`config.mk`:
```
export PLATFORM = sky130hd
export DESIGN_NAME = ec2_input_frontend
export DESIGN_NICKNAME = d
export VERILOG_FILES = /design/src/rtl/ec2_pkg.sv /design/src/rtl/ec2_debounce.sv /design/src/rtl/ec2_input_frontend.sv
export SDC_FILE = /design/constraint.sdc
export NUM_CORES = 1
export LEC_CHECK = 0
export ABC_AREA = 0
export BUFFER_PORTS_ARGS = -buffer_cell sky130_fd_sc_hd__buf_2
export CAP_MARGIN = 10
export CORE_ASPECT_RATIO = 0.5
export CORE_UTILIZATION = 40
export DETAILED_ROUTE_END_ITERATION = 7
export PLACE_DENSITY_LB_ADDON = 0.15
export SLEW_MARGIN = 20
export SYNTH_ARGS = -nofsm -noshare
export SYNTH_HDL_FRONTEND = slang
export SYNTH_SLANG_ARGS = --single-unit
export TNS_END_PERCENT = 10
```
`constraint.sdc`:
```
create_clock -name Clock -period 4 [get_ports Clock]
set_clock_uncertainty 0.15 [all_clocks]
set_input_delay 0.4 -clock Clock [delete_from_list [all_inputs] [get_ports Clock]]
set_output_delay 0.4 -clock Clock [all_outputs]
set_load 0.01 [all_outputs]
```
`src/rtl/ec2_pkg.sv`:
```
// Shared definitions for the EC2 operator-input front end.
// Holds the debounce state encoding and default sizing constants.
package ec2_pkg;

    typedef enum logic [1:0] {
        IDLE         = 2'd0,
        PRESS_WAIT   = 2'd1,
        PRESSED      = 2'd2,
        RELEASE_WAIT = 2'd3
    } db_state_e;

    localparam int EC2_DEBOUNCE_CYCLES = 16;
    localparam int EC2_DEPTH           = 4;
    localparam int EC2_CNT_W           = 16;

endpackage

```
`src/rtl/ec2_debounce.sv`:
```
// Key/switch synchroniser and debounce FSM for the EC2 input front end.
// Ports: clk, rst_n (async low), key_raw, sw_raw[7:0] in;
//        push (one-cycle strobe on an accepted press), sync_sw[7:0] out.
module ec2_debounce
    import ec2_pkg::*;
#(
    parameter int DEBOUNCE_CYCLES = EC2_DEBOUNCE_CYCLES,
    parameter int CNT_W           = EC2_CNT_W
) (
    input  logic       clk,
    input  logic       rst_n,
    input  logic       key_raw,
    input  logic [7:0] sw_raw,
    output logic       push,
    output logic [7:0] sync_sw
);

    localparam logic [CNT_W-1:0] CNT_MAX = CNT_W'(DEBOUNCE_CYCLES - 1);

    logic             key_s1_q, key_s2_q;
    logic [7:0]       sw_s1_q, sw_s2_q;
    db_state_e        state_q, state_d;
    logic [CNT_W-1:0] cnt_q, cnt_d;

    // push is decoded from registered state so the FIFO write lands
    // on the same edge the FSM leaves PRESS_WAIT.
    always_comb begin
        state_d = state_q;
        cnt_d   = cnt_q;
        push    = 1'b0;
        unique case (state_q)
            IDLE: begin
                if (key_s2_q) begin
                    state_d = PRESS_WAIT;
                    cnt_d   = '0;
                end
            end
            PRESS_WAIT: begin
                if (!key_s2_q) begin
                    state_d = IDLE;
                    cnt_d   = '0;
                end else if (cnt_q == CNT_MAX) begin
                    push    = 1'b1;
                    state_d = PRESSED;
                    cnt_d   = '0;
                end else begin
                    cnt_d = cnt_q + 1'b1;
                end
            end
            PRESSED: begin
                if (!key_s2_q) begin
                    state_d = RELEASE_WAIT;
                    cnt_d   = '0;
                end
            end
            RELEASE_WAIT: begin
                if (key_s2_q) begin
                    state_d = PRESSED;
                    cnt_d   = '0;
                end else if (cnt_q == CNT_MAX) begin
                    state_d = IDLE;
                    cnt_d   = '0;
                end else begin
                    cnt_d = cnt_q + 1'b1;
                end
            end
            default: begin
                state_d = IDLE;
                cnt_d   = '0;
            end
        endcase
    end

    always_ff @(posedge clk or negedge rst_n) begin
        if (!rst_n) begin
            key_s1_q <= 1'b0;
            key_s2_q <= 1'b0;
            sw_s1_q  <= '0;
            sw_s2_q  <= '0;
            state_q  <= IDLE;
            cnt_q    <= '0;
        end else begin
            key_s1_q <= key_raw;
            key_s2_q <= key_s1_q;
            sw_s1_q  <= sw_raw;
            sw_s2_q  <= sw_s1_q;
            state_q  <= state_d;
            cnt_q    <= cnt_d;
        end
    end

    assign sync_sw = sw_s2_q;

endmodule

```
`src/rtl/ec2_input_frontend.sv`:
```
// EC2 operator-input front end: debounced key captures switch bytes into a FIFO.
// Ports: Clock, Reset (async low), KeyRaw, SwRaw[7:0], Ack in;
//        Enter, Input[7:0], Count, Overflow (sticky) out.
module ec2_input_frontend
    import ec2_pkg::*;
#(
    parameter int DEBOUNCE_CYCLES = EC2_DEBOUNCE_CYCLES,
    parameter int DEPTH           = EC2_DEPTH,
    parameter int CNT_W           = EC2_CNT_W
) (
    input  logic                     Clock,
    input  logic                     Reset,
    input  logic                     KeyRaw,
    input  logic [7:0]               SwRaw,
    input  logic                     Ack,
    output logic                     Enter,
    output logic [7:0]               Input,
    output logic [$clog2(DEPTH):0]   Count,
    output logic                     Overflow
);

    localparam int AW = $clog2(DEPTH);
    localparam int PW = AW + 1;

    logic          push;
    logic [7:0]    sync_sw;

    logic [PW-1:0] wr_ptr_q, wr_ptr_d;
    logic [PW-1:0] rd_ptr_q, rd_ptr_d;
    logic [7:0]    mem_q [DEPTH];
    logic [7:0]    mem_d [DEPTH];
    logic          overflow_q, overflow_d;

    logic [PW-1:0] count;
    logic          empty;
    logic          full;
    logic          pop;

    ec2_debounce #(
        .DEBOUNCE_CYCLES (DEBOUNCE_CYCLES),
        .CNT_W           (CNT_W)
    ) u_debounce (
        .clk     (Clock),
        .rst_n   (Reset),
        .key_raw (KeyRaw),
        .sw_raw  (SwRaw),
        .push    (push),
        .sync_sw (sync_sw)
    );

    // Extra pointer MSB separates full from empty.
    assign count = wr_ptr_q - rd_ptr_q;
    assign empty = (count == '0);
    assign full  = (count == PW'(DEPTH));
    assign pop   = Ack && !empty;

    always_comb begin
        wr_ptr_d   = wr_ptr_q;
        rd_ptr_d   = rd_ptr_q;
        mem_d      = mem_q;
        overflow_d = overflow_q;
        if (pop) begin
            rd_ptr_d = rd_ptr_q + 1'b1;
        end
        // When full, a same-edge pop frees the head slot, which is
        // exactly the slot the write pointer indexes.
        if (push) begin
            if (!full || pop) begin
                mem_d[wr_ptr_q[AW-1:0]] = sync_sw;
                wr_ptr_d                = wr_ptr_q + 1'b1;
            end else begin
                overflow_d = 1'b1;
            end
        end
    end

    always_ff @(posedge Clock or negedge Reset) begin
        if (!Reset) begin
            wr_ptr_q   <= '0;
            rd_ptr_q   <= '0;
            overflow_q <= 1'b0;
            for (int i = 0; i < DEPTH; i++) begin
                mem_q[i] <= '0;
            end
        end else begin
            wr_ptr_q   <= wr_ptr_d;
            rd_ptr_q   <= rd_ptr_d;
            overflow_q <= overflow_d;
            mem_q      <= mem_d;
        end
    end

    assign Enter    = !empty;
    assign Input    = empty ? 8'h00 : mem_q[rd_ptr_q[AW-1:0]];
    assign Count    = count;
    assign Overflow = overflow_q;

endmodule

```
# Yosys cells after proc, flatten, opt, wreduce, memory -nomap -nowiden
# Index checks and enable logic that the tools add are counted.
# totals
out_inout_bits	13
in_bits	12
register_bits	75
elab_cells	66
# classes
magnitude_cmp	3
bitwise	3
n_eq_ne	9
addsub	4
muxes	23
reduce_logical	11
# op_table
op	n
$mux W16	5
$pmux W16 S4	1
$bwmux W32	1
$mux W8	4
$add A16 B1 Y16 const B	1
$bmux W8 S2	1
$demux W8 S2	1
$eq A16 B4 Y1 const B	1
$mux W2	6
$pmux W2 S4	1
$add A3 B1 Y3 const B	2
$ge A3 B3 Y1 const B	2
$not A2 Y3	2
$reduce_and A2 Y1	3
$eq A2 B2 Y1 const B	2
$reduce_and A4 Y1	1
$eq A3 B3 Y1 const B	1
$logic_not A3 Y1	1
$lt A3 B1 Y1 const B	1
$mux W1	3
$ne A3 B1 Y1 const B	1
$ne A3 B3 Y1 const B	1
$sub A3 B3 Y3	1
$eq A2 B1 Y1 const B	1
7 further kinds	9

# Depth between registers and ports, before layout
# logic_depth
ltp_word	7
mapped_depth	8
ltp_nobuf	7

# Cells and area by module
# A second synthesis with hierarchy kept.
# hier_totals
hier_cells	259
hier_area_um2	3443.3
# modules_own_cells
mod	cells_each	seq_area_each_um2	n_inst	area_per_inst_um2
ec2_input_frontend	125	975.9	1	1915.6
ec2_debounce	134	900.9	1	1527.7

# Least setup slack after synthesis
# No wires, ideal clock.
# synth_path
kind	flip-flop to flip-flop
startpoint	register wr_ptr_q[0]
endpoint	register mem_q[0] (netlist name)
setup_ns	0.125
slack_ns	1.360
path_stages_with_launch	9
synth_period_minus_slack_ns	2.640
path_buffers	1
required_ns	3.725
arrival_ns	2.365
cell_sequence	dfrtp_1 inv_1 ha_1 fa_1 inv_1 or4_4 and3_4 buf_6 mux2_4
# synth_between
elab_chain_cells	6
word_cells_on_any_way	15
cone_classes	1 x add/sub; 2 x order compare; 1 x eq/ne; 3 x mux; 1 x bitwise; 7 x reduce/logical
# synth_rtl
item	line_no	rtl
start, declared	ec2_input_frontend.sv:28	logic [PW-1:0] wr_ptr_q, wr_ptr_d;
start signal, assigned	ec2_input_frontend.sv:86	wr_ptr_q <= wr_ptr_d;
$sub A3 B3 Y3 (*)	ec2_input_frontend.sv:52	assign count = wr_ptr_q - rd_ptr_q;
via Count[1]	ec2_input_frontend.sv:18	output logic [$clog2(DEPTH):0] Count,
$logic_not A3 Y1	ec2_input_frontend.sv:53	assign empty = (count == '0);
$logic_not A1 Y1	ec2_input_frontend.sv:55	assign pop = Ack && !empty;
$logic_and A1 B1 Y1	ec2_input_frontend.sv:55	
$logic_or A1 B1 Y1 (*)	ec2_input_frontend.sv:68	if (!full || pop) begin
$reduce_and A2 Y1 (no line) (*)	--	
end signal, assigned	ec2_input_frontend.sv:89	mem_q <= mem_d;
end, declared	ec2_input_frontend.sv:30	logic [7:0] mem_q [DEPTH];
# Mark *: on every way through the listed nets, which the timed path passes. The rest lies on a longest branch.
# A chain may end at the register's enable or synchronous reset.

# Final worst setup path
# layout_path
startpoint	register rd_ptr_q[0]
endpoint	output Input[1]
# layout_between
elab_chain_cells	5
word_cells_on_any_way	7
cone_classes	1 x add/sub; 4 x mux; 1 x bitwise; 1 x reduce/logical
# layout_rtl
item	line_no	rtl
start, declared	ec2_input_frontend.sv:29	logic [PW-1:0] rd_ptr_q, rd_ptr_d;
start signal, assigned	ec2_input_frontend.sv:87	rd_ptr_q <= rd_ptr_d;
branches (longest 4 deep; another with $sub A3 B3 Y3)	--	
$mux W8 (*)	ec2_input_frontend.sv:94	assign Input = empty ? 8'h00 : mem_q[rd_ptr_q[AW-1:0]];
end, declared	ec2_input_frontend.sv:17	output logic [7:0] Input,
# Mark *: on every way between the ends. The select of a mux whose other input is x is not followed.

==> flow_summary.yaml <==
global_routing:
  met1_usage: 0.1989
  busiest_layer: "met2"
  grtUsageTotal: 0.1601
  grt_pass1_vias: 2095
  grt_start_max_net_pins: 76
  grt_use_met3: 0.05030
  antenna_found_initial: 0
  use_met2: 0.2618
  grt_pass1_wl_microns: 10540
  grt_overflow_total: 0
detailed_routing:
  via_per_inst: 5.033
  wirelength_microns: 6248
  vias: 1983
  drc: 0
  ant_nets: 0
  drt_iter0_markers: 129
  wl_per_cell_microns: 15.86
  first_pass_iters: 5
clock_tree:
  post_cts_buffers: 0
  tritoncts: "done"
  cts_root_buf: "clkbuf_16"
  clock_latency_ps: 340
  cts_buffer_depth: 2
  h-tree-depth: 3
  cts_resized: 0
  clkSinkCount: 75
  cts.clk_slew.worst_paths_ps: 60
  holdBufCountCts: 0
  cts_buffers: 9
worst_setup_path:
  reg2reg_slack_ps: 1070
  r2r_end: "mem_q[1]"
  rr_worst_depth: 6
  r2r_start: "rd_ptr_q[0]"
  cp_top_family: "adder cells"
  critical_path_required_ps: 3450
  crit_path_max_fanout: 11
  crit_arrival_ps: 2750
  crit_chain: "ha_1, fa_1, xnor2_1, nand3_1, and2_1, buf_2"
  path_buf_inv: 1
  slowest_delay_ps: 610
  critical_path_class: "reg -> out"
  crit_path_start_kind: "flip-flop"
  cp_slowest_cell: "dfrtp_1"
  endpoint_kind: "primary output"
timing:
  post-route-period-util: 0.8247
  clock.fmax_mhz: 303.2
  finalCriticalPeriod_ps: 3299
  rsz0062_at_grt: "no"
  setup_tns_ps: 0
  setup_viol: 0
  worst_slew_pin_slew_ps: 988.9
  slew_violations: 0
  holdWs_ps: 15.64
  slew_headroom: 0.3383
  hold_viol: 0
  setup_ws_ps: 701.4
die:
  dieWidth_microns: 132.7
  dieArea_sq_um: 8932
  ioPinCount: 25
  core_region_area_sq_um: 8144
  die_h_microns: 67.33
  row_count: 23
  start_util: 0.4193
placed_design:
  portBuffers: 24
  post-place-ws_ps: 1005
  hpwl_microns: 3991
  gp_congestion: 0.7704
status:
  status: "finished, final reports clean"
yosys:
  synth-seq-cells: 75
  yosysWarnings: 0
  netlist_instances: 253
  yosysTopAreaCell: "dfrtp_1"
  yosysUniqueCellTypes: 34
  post_synth.cell_area_avg_sq_um: 13.50
  synth.cell_area_sq_um: 3415
  syn_nets: 273
  synth_top_area_share: 0.5497
  synthTopCellsByArea: "dfrtp_1, mux2_4, mux4_2"
  ys_seq_area_frac: 0.5497
cells_and_area:
  antenna_cells: 0
  layout_common_cells: "dfrtp_1, mux2_4, buf_2"
  syn_to_final_growth_pct: 14.95
  num-nets-final: 297
  postLayoutCoreUtil: 0.4819
  drive_gt1_frac: 0.3156
  final_common_cell: "dfrtp_1"
hold_path:
  whs_path_depth: 1
  hold_path.class: "in -> reg"
  hp-start: "SwRaw[2]"
  min_to: "u_debounce.sw_s1_q[2]"
power_and_ir_drop:
  leakagePower_nw: 1.833
  ir_drop_mv: 0.2167
  finalPower_mw: 2.135
  powerDensity_nw_per_um2: 543.9
run:
  drv_cap: 0
[logic make-up after synthesis]
kind of cell,count (synthesis),share of synthesized area
flip-flops,75,0.5497
AND/OR/NAND/NOR,65,0.1074
multiplexers,43,0.2034
AO/OA/AOI/OAI,31,0.05350
buffers and inverters,23,0.03408
XOR/XNOR,8,0.02052
adder cells (fa/ha/maj),8,0.03151
[report_power, final]
group | internal [mW] | total (mW) | switching (mW)
Clock | 0.547 | 0.861 | 0.314
Combinational | 0.159 | 0.387 | 0.227
Sequential | 0.801 | 0.887 | 0.0854
[worst register-to-register path: cells and delay by family, from the launching register on]
kind	cells	cell delay, ps
buffers and inverters	1	70
AND/OR/NAND/NOR	2	810
multiplexers	1	320
flip-flops	1	610
adder cells (fa/ha/maj)	2	850
[flip-flops by register name, summed over array words and instances (netlist names), named ones only]
name and cells:
u_debounce.sync_sw 8, u_debounce.key_s1_q 1, u_debounce.key_s2_q 1, wr_ptr_q 3, mem_q 32, Overflow 1
u_debounce.cnt_q 16, u_debounce.sw_s1_q 8, u_debounce.state_q 1, rd_ptr_q 3
[per-layer routing]
layer / routed length, microns / up-vias
met3: 200 / 10
met1: 3062 / 998
met2: 2883 / 28
li1: - / 947
met4: 101 / 0
met5: 0 / -
[synth_stat cells]
cell and number:
a21o_1 3, a21oi_1 7, a22o_1 1, a31oi_1 6, and2_1 8, and3_1 2
and3_4 4, and4_1 2, and4b_1 1, buf_1 1, buf_6 4, clkbuf_1 6
dfrtp_1 75, fa_1 1, ha_1 7, inv_1 12, mux2_2 3, mux2_4 32
mux4_2 8, nand2_1 18, nand3_1 10, nand4_1 2, nor2_1 4, nor3_1 5
nor4_1 3, o21ai_0 10, o22ai_1 2, o31ai_1 1, o41ai_1 1, or2_2 2
or3_1 3, or4_4 1, xnor2_1 4, xor2_1 4
[through the flow]
step | area (sq um) | instances
after floorplan | 3415 | 253
after global placement | 3606 | 378
after detailed placement | 3606 | 378
after CTS | 3925 | 394
after global routing | 3925 | 394
final | 3925 | 394
[final cells by class]
class / instances / area, sq um
timing repair buffer: 24 / 122.6
inverter: 12 / 45.04
sequential: 75 / 1877
clock inverter: 6 / 90.09
fill: 721 / 4219
multi-input combinational: 155 / 1421
clock buffer: 10 / 229.0
tap: 112 / 140.1
[how the worst max path moves through the flow]
stage | startpoint | cells past startpoint | end
6_report | rd_ptr_q[0] | 6 | Input[1]
5_1_grt | rd_ptr_q[0] | 6 | Input[1]
4_1_cts | rd_ptr_q[0] | 6 | Input[1]
3_5_place_dp | rd_ptr_q[0] | 6 | Input[1]
3_3_place_gp | rd_ptr_q[0] | 6 | mem_q[1]
2_1_floorplan | wr_ptr_q[0] | 8 | mem_q[0]
Note: power is estimated with default switching activity, not from simulation.
